### src/rtl/sram_bus_arbiter_pkg.sv
// Shared definitions for the SRAM bus arbiter: source ids, grant-state encoding
// and the default outstanding-transaction depth.
package sram_bus_arbiter_pkg;

    localparam logic SRC_INST = 1'b0;
    localparam logic SRC_DATA = 1'b1;

    localparam int OT_DEPTH_DEFAULT = 4;

    typedef enum logic [1:0] {
        G_FREE = 2'd0,
        G_INST = 2'd1,
        G_DATA = 2'd2
    } grant_state_e;

endpackage

### src/rtl/sram_bus_arbiter_order_fifo.sv
// 1-bit order FIFO that records which master issued each accepted transaction so
// that in-order responses can be routed back to that master.
module order_fifo #(
    parameter int DEPTH = 4,
    parameter int CNT_W = $clog2(DEPTH) + 1
) (
    input  logic             clk,
    input  logic             reset,
    input  logic             push,
    input  logic             push_id,
    input  logic             pop,
    output logic             head,
    output logic             full,
    output logic             empty,
    output logic [CNT_W-1:0] count
);
    localparam int AW = $clog2(DEPTH);

    logic              id_mem [DEPTH];
    logic [AW-1:0]     wr_ptr_reg;
    logic [AW-1:0]     rd_ptr_reg;
    logic [CNT_W-1:0]  count_reg;
    logic              do_push;
    logic              do_pop;

    assign full    = (count_reg == CNT_W'(DEPTH));
    assign empty   = (count_reg == '0);
    assign count   = count_reg;
    assign head    = id_mem[rd_ptr_reg];
    assign do_push = push && !full;
    assign do_pop  = pop && !empty;

    // Storage carries no reset; only pointers and count define validity.
    always_ff @(posedge clk) begin
        if (do_push) begin
            id_mem[wr_ptr_reg] <= push_id;
        end
    end

    always_ff @(posedge clk or posedge reset) begin
        if (reset) begin
            wr_ptr_reg <= '0;
            rd_ptr_reg <= '0;
            count_reg  <= '0;
        end else begin
            if (do_push) begin
                wr_ptr_reg <= wr_ptr_reg + AW'(1);
            end
            if (do_pop) begin
                rd_ptr_reg <= rd_ptr_reg + AW'(1);
            end
            count_reg <= count_reg + CNT_W'(do_push) - CNT_W'(do_pop);
        end
    end

endmodule

### src/rtl/sram_bus_arbiter.sv
// Shares one SRAM-like port between instruction fetch and load/store, data first,
// with grant locking and in-order response routing through an order FIFO.
module sram_bus_arbiter
    import sram_bus_arbiter_pkg::*;
#(
    parameter int OT_DEPTH = OT_DEPTH_DEFAULT,
    parameter int CNT_W    = $clog2(OT_DEPTH) + 1
) (
    input  logic             clk,
    input  logic             reset,
    input  logic             inst_sram_req,
    input  logic             inst_sram_wr,
    input  logic [1:0]       inst_sram_size,
    input  logic [31:0]      inst_sram_addr,
    input  logic [3:0]       inst_sram_wstrb,
    input  logic [31:0]      inst_sram_wdata,
    output logic             inst_sram_addr_ok,
    output logic             inst_sram_data_ok,
    output logic [31:0]      inst_sram_rdata,
    input  logic             data_sram_req,
    input  logic             data_sram_wr,
    input  logic [1:0]       data_sram_size,
    input  logic [31:0]      data_sram_addr,
    input  logic [3:0]       data_sram_wstrb,
    input  logic [31:0]      data_sram_wdata,
    output logic             data_sram_addr_ok,
    output logic             data_sram_data_ok,
    output logic [31:0]      data_sram_rdata,
    output logic             mem_req,
    output logic             mem_wr,
    output logic [1:0]       mem_size,
    output logic [31:0]      mem_addr,
    output logic [3:0]       mem_wstrb,
    output logic [31:0]      mem_wdata,
    input  logic             mem_addr_ok,
    input  logic             mem_data_ok,
    input  logic [31:0]      mem_rdata,
    output logic [CNT_W-1:0] ot_cnt,
    output logic             proto_err
);
    grant_state_e state_reg;
    logic         proto_err_reg;
    logic         src_sel;
    logic         src_req;
    logic         accept;
    logic         fifo_head;
    logic         fifo_full;
    logic         fifo_empty;

    // A locked grant ignores the other master until the held request is taken.
    always_comb begin
        src_sel = SRC_INST;
        src_req = 1'b0;
        case (state_reg)
            G_FREE: begin
                if (data_sram_req) begin
                    src_sel = SRC_DATA;
                    src_req = 1'b1;
                end else if (inst_sram_req) begin
                    src_sel = SRC_INST;
                    src_req = 1'b1;
                end
            end
            G_INST: begin
                src_sel = SRC_INST;
                src_req = inst_sram_req;
            end
            G_DATA: begin
                src_sel = SRC_DATA;
                src_req = data_sram_req;
            end
            default: begin
                src_sel = SRC_INST;
                src_req = 1'b0;
            end
        endcase
    end

    // Full blocks requests on the registered count so data_ok never reaches req.
    assign mem_req   = src_req && !fifo_full;
    assign mem_wr    = (src_sel == SRC_DATA) ? data_sram_wr    : inst_sram_wr;
    assign mem_size  = (src_sel == SRC_DATA) ? data_sram_size  : inst_sram_size;
    assign mem_addr  = (src_sel == SRC_DATA) ? data_sram_addr  : inst_sram_addr;
    assign mem_wstrb = (src_sel == SRC_DATA) ? data_sram_wstrb : inst_sram_wstrb;
    assign mem_wdata = (src_sel == SRC_DATA) ? data_sram_wdata : inst_sram_wdata;

    assign accept            = mem_req && mem_addr_ok;
    assign inst_sram_addr_ok = accept && (src_sel == SRC_INST);
    assign data_sram_addr_ok = accept && (src_sel == SRC_DATA);
    assign inst_sram_data_ok = mem_data_ok && !fifo_empty && (fifo_head == SRC_INST);
    assign data_sram_data_ok = mem_data_ok && !fifo_empty && (fifo_head == SRC_DATA);
    assign inst_sram_rdata   = mem_rdata;
    assign data_sram_rdata   = mem_rdata;
    assign proto_err         = proto_err_reg;

    always_ff @(posedge clk or posedge reset) begin
        if (reset) begin
            state_reg     <= G_FREE;
            proto_err_reg <= 1'b0;
        end else begin
            case (state_reg)
                G_FREE: begin
                    if (mem_req && !mem_addr_ok) begin
                        state_reg <= (src_sel == SRC_DATA) ? G_DATA : G_INST;
                    end
                end
                G_INST, G_DATA: begin
                    if (accept) begin
                        state_reg <= G_FREE;
                    end
                end
                default: state_reg <= G_FREE;
            endcase
            if (mem_data_ok && fifo_empty) begin
                proto_err_reg <= 1'b1;
            end
        end
    end

    order_fifo #(
        .DEPTH (OT_DEPTH),
        .CNT_W (CNT_W)
    ) u_order_fifo (
        .clk     (clk),
        .reset   (reset),
        .push    (accept),
        .push_id (src_sel),
        .pop     (mem_data_ok),
        .head    (fifo_head),
        .full    (fifo_full),
        .empty   (fifo_empty),
        .count   (ot_cnt)
    );

endmodule
### config.mk
export PLATFORM = sky130hd
export DESIGN_NAME = sram_bus_arbiter
export DESIGN_NICKNAME = d
export VERILOG_FILES = /design/src/rtl/sram_bus_arbiter_pkg.sv /design/src/rtl/sram_bus_arbiter_order_fifo.sv /design/src/rtl/sram_bus_arbiter.sv
export SDC_FILE = /design/constraint.sdc
export NUM_CORES = 1
export LEC_CHECK = 0
export CAP_MARGIN = 20
export CORE_AREA = 2 2 127 129
export CTS_BUF_LIST = sky130_fd_sc_hd__clkbuf_8
export CTS_CLUSTER_SIZE = 14
export DETAILED_ROUTE_END_ITERATION = 12
export DIE_AREA = 0 0 129 131
export GPL_ROUTABILITY_DRIVEN = 0
export PLACE_DENSITY = 0.59
export SLEW_MARGIN = 20
export SYNTH_ARGS = -nofsm -noshare
export SYNTH_HDL_FRONTEND = slang
export SYNTH_SLANG_ARGS = --single-unit
export TNS_END_PERCENT = 50
### constraint.sdc
create_clock -name clk -period 6 [get_ports clk]
set_input_delay 1.2 -clock clk [delete_from_list [all_inputs] [get_ports clk]]
set_output_delay 1.2 -clock clk [all_outputs]
set_load 0.05 [all_outputs]
==> impl_metrics.py <==
metrics = {
    "synth": {
        "synth_cells": 215,
        "synth.avg_cell_area_sq_um": 10.18,
        "synth_flop_cell": "dfrtp_1",
        "synth_nets": 406,
        "synth_cell_types": 33,
        "ys_warn_count": 0,
        "synthesis.area_sq_um": 2190,
        "ys_async_sr_fraction_pct": 71.43,
        "synth_seq_cells": 14,
        "synth_edf_count": 4,
        "seq_area_frac_synth_pct": 16.91,
    },
    "die": {
        "die_h_microns": 131,
        "fp.dieW_microns": 129,
        "rows": 46,
        "ioPinCount": 324,
        "fp.dieArea_sq_um": 16900,
        "start_util_pct": 14.04,
        "coreArea_sq_um": 15600,
    },
    "timing": {
        "worst_clock_skew_ns": 0.001490,
        "hold_violations": 0,
        "clock.fmax_mhz": 210.9,
        "period_needed_ns": 4.742,
        "setup_violations": 0,
        "slew_headroom_pct": 62.70,
        "worstMarginPinSlew_ns": 0.5578,
        "drv_slew": 0,
        "whs_ns": 0.4564,
        "fin_crit_sh_pct": 79.03,
        "setup_tns_ns": 0,
        "rsz0062_at_grt": "no",
    },
    "clocking": {
        "ctsResizeCount": 0,
        "cts_buffers": 3,
        "clkTransAtPathRegs_ns": 0.06,
        "cts_hold_buf": 0,
        "tritoncts": "done",
        "root_buffer": "clkbuf_8",
        "clock_sinks": 14,
        "cts_setup_buffers": 0,
        "htreeDepth": 1,
        "worstSkewPairLatency_ns": 0.24,
        "cts_buffer_depth": 2,
    },
    "layout": {
        "synthToLayoutAreaGrowth_pct": 95.66,
        "fillCellCount": 1659,
        "num-nets-final": 569,
        "diodes": 0,
        "largest_register_ffs": 4,
        "drive_gt1_share_pct": 22.28,
    },
    "route": {
        "viasPerCell": 3.558,
        "routed_wl_mm": 9.773,
        "drt_iter0_drc": 43,
        "drtAntennaViolNets": 0,
        "routedWlPerCell_microns": 16.48,
        "vias": 2110,
        "drc": 0,
        "dr.pass1.iters": 3,
    },
    "worst_setup_path": {
        "path_cells": "clkdlybuf4s50_1 -> a21oi_4 -> buf_4 -> mux2_2 -> clkdlybuf4s50_1",
        "cp-start-kind": "input port",
        "end_kind": "output pin",
        "cp_slowest_cell": "clkdlybuf4s50_1",
        "critPathArrivalTime_ns": 3.54,
        "cp-startpoint": "data_sram_req",
        "cpMostUsedCell": "clkdlybuf4s50_1",
        "cpPeakStageDelay_ns": 0.73,
        "r2r-start": "state_reg[0]",
        "cp.required_ns": 4.80,
        "crit_fanout": 40,
        "path_class": "in -> out",
    },
    "power_and_ir_drop": {
        "pwr_density_cell_nw_per_um2": 463.8,
        "clockPowerShare_pct": 3.9,
        "seqPwrFrac_pct": 9.5,
        "leakage_nw": 1.604,
        "p_sw_mw": 1.111,
        "vdd_ir_drop_max_mv": 0.2183,
        "p_comb_share_pct": 86.6,
        "sw_frac_of_total_pct": 55.93,
        "p_int_uw": 875.5,
    },
    "global_route": {
        "grt_pass1_wl_mm": 13.17,
        "first_global_vias": 2219,
        "grt-ovfl-total": 0,
        "grt_use_total_pct": 10.36,
        "grt_max_degree": 41,
        "antenna_found_initial": 0,
    },
    "outcome": {
        "status": "finished clean",
    },
    "worst_hold_path": {
        "hp-class": "reg -> reg",
        "min_from": "proto_err",
    },
    "placement": {
        "dp_hpwl_mm": 8.795,
        "io_buffers": 227,
    },
    "run": {
        "cap_violations": 0,
    },
}
## synth_stat cells (2+ instances only)
cell type / number / area share (%)
and2_1: 7 / 2.0
buf_2: 7 / 1.6
buf_4: 64 / 22
dfrtp_1: 10 / 11
edfxtp_1: 4 / 5.5
ha_1: 10 / 5.7
inv_1: 10 / 1.7
mux2_2: 72 / 37
mux2i_1: 2 / 0.91
nor2_1: 2 / 0.34
o21ai_0: 2 / 0.46
xnor2_1: 3 / 1.2
xor2_1: 2 / 0.80
## power groups by stage
stage / sequential (mW) / clock [mW] / combinational [mW]
5_1_grt: 0.198 / 0.0841 / 1.80
3_3_place_gp: 0.187 / 0 / 1.71
3_5_place_dp: 0.190 / 0 / 1.73
4_1_cts: 0.189 / 0.0807 / 1.74
2_1_floorplan: 0.228 / 0 / 1.24
6_report: 0.188 / 0.0780 / 1.72
## cells by family after synthesis
group,after synthesis,share of synthesized area [%]
compound gates,11,4.972
fa+ha+maj,11,6.629
buf+inv,81,25.26
mux,76,39.66
simple gates,17,4.572
flops,14,16.91
xor+xnor,5,2.000
## area by class of cell
type / count / area (sq um) / area share [%]
Clock buffer: 3 / 41.29 / 0.9638
Clock inverter: 1 / 3.754 / 0.08762
Inverter: 10 / 37.54 / 0.8762
Multi-Input combinational cell: 120 / 1274 / 29.73
Sequential cell: 14 / 370.4 / 8.645
Tap cell: 216 / 270.3 / 6.308
Timing Repair Buffer: 229 / 2287 / 53.39
## routing by layer
metal  wire [microns]  up-vias  track usage, %
met3              957        2           4.520
met2             4835      153           17.71
met1             3959      954           12.72
met4               21        0          0.5754
met5                0        -               0
li1                 -     1001               -
## cells in the final DEF, fill, tap and decap left out
cell type / instances
mux2_2: 72
mux2i_1: 2
xnor2_1: 3
mux4_2: 1
nand2b_1: 1
xor2_1: 2
a211oi_1: 1
a221oi_4: 1
clkdlybuf4s50_1: 227
dfrtp_1: 10
and3_1: 1
a221oi_2: 1
o31a_1: 1
nor3_1: 1
nor2_1: 2
nand2_1: 1
a21oi_4: 1
inv_1: 10
clkbuf_8: 3
buf_4: 2
clkinv_1: 1
a32oi_1: 1
and2_1: 7
a21o_1: 1
ha_1: 10
nor2b_1: 1
and3b_1: 1
o21ai_0: 2
or2_2: 1
nor4_1: 1
o21ai_2: 1
mux2_4: 1
fa_1: 1
edfxtp_1: 4
a22oi_1: 1
## critical path, delay by kind of cell
kind                   cells  cell delay, ns
buffers and inverters      3            1.70
AO/OA/AOI/OAI              1            0.20
multiplexers               1            0.41
## path summary, 6_finish.rpt
path	endpoint	slack (ns)	depth (start not counted)
min in group asynchronous	u_order_fifo.count[0]	1.24	2
max reg2reg	u_order_fifo.count[1]	3.69	6
max in group asynchronous	u_order_fifo.count[2]	4.49	2
min	proto_err	0.46	1
max	mem_addr[22]	1.26	5
min reg2reg	proto_err	0.46	1
## per-stage QoR
step                util, %  total power, mW  cells  setup slack (ns)  instance area, sq um
finish                27.47            1.987    593             1.258                  4284
global route          27.47            2.079    593             1.130                  4284
CTS                   27.47            2.008    593             1.249                  4284
floorplan                 -            1.473    215             2.543                  2190
detailed placement    27.18            1.922    589             1.249                  4239
global placement      27.18            1.895    589             1.274                  4239
(Power assumes the default switching activity.)
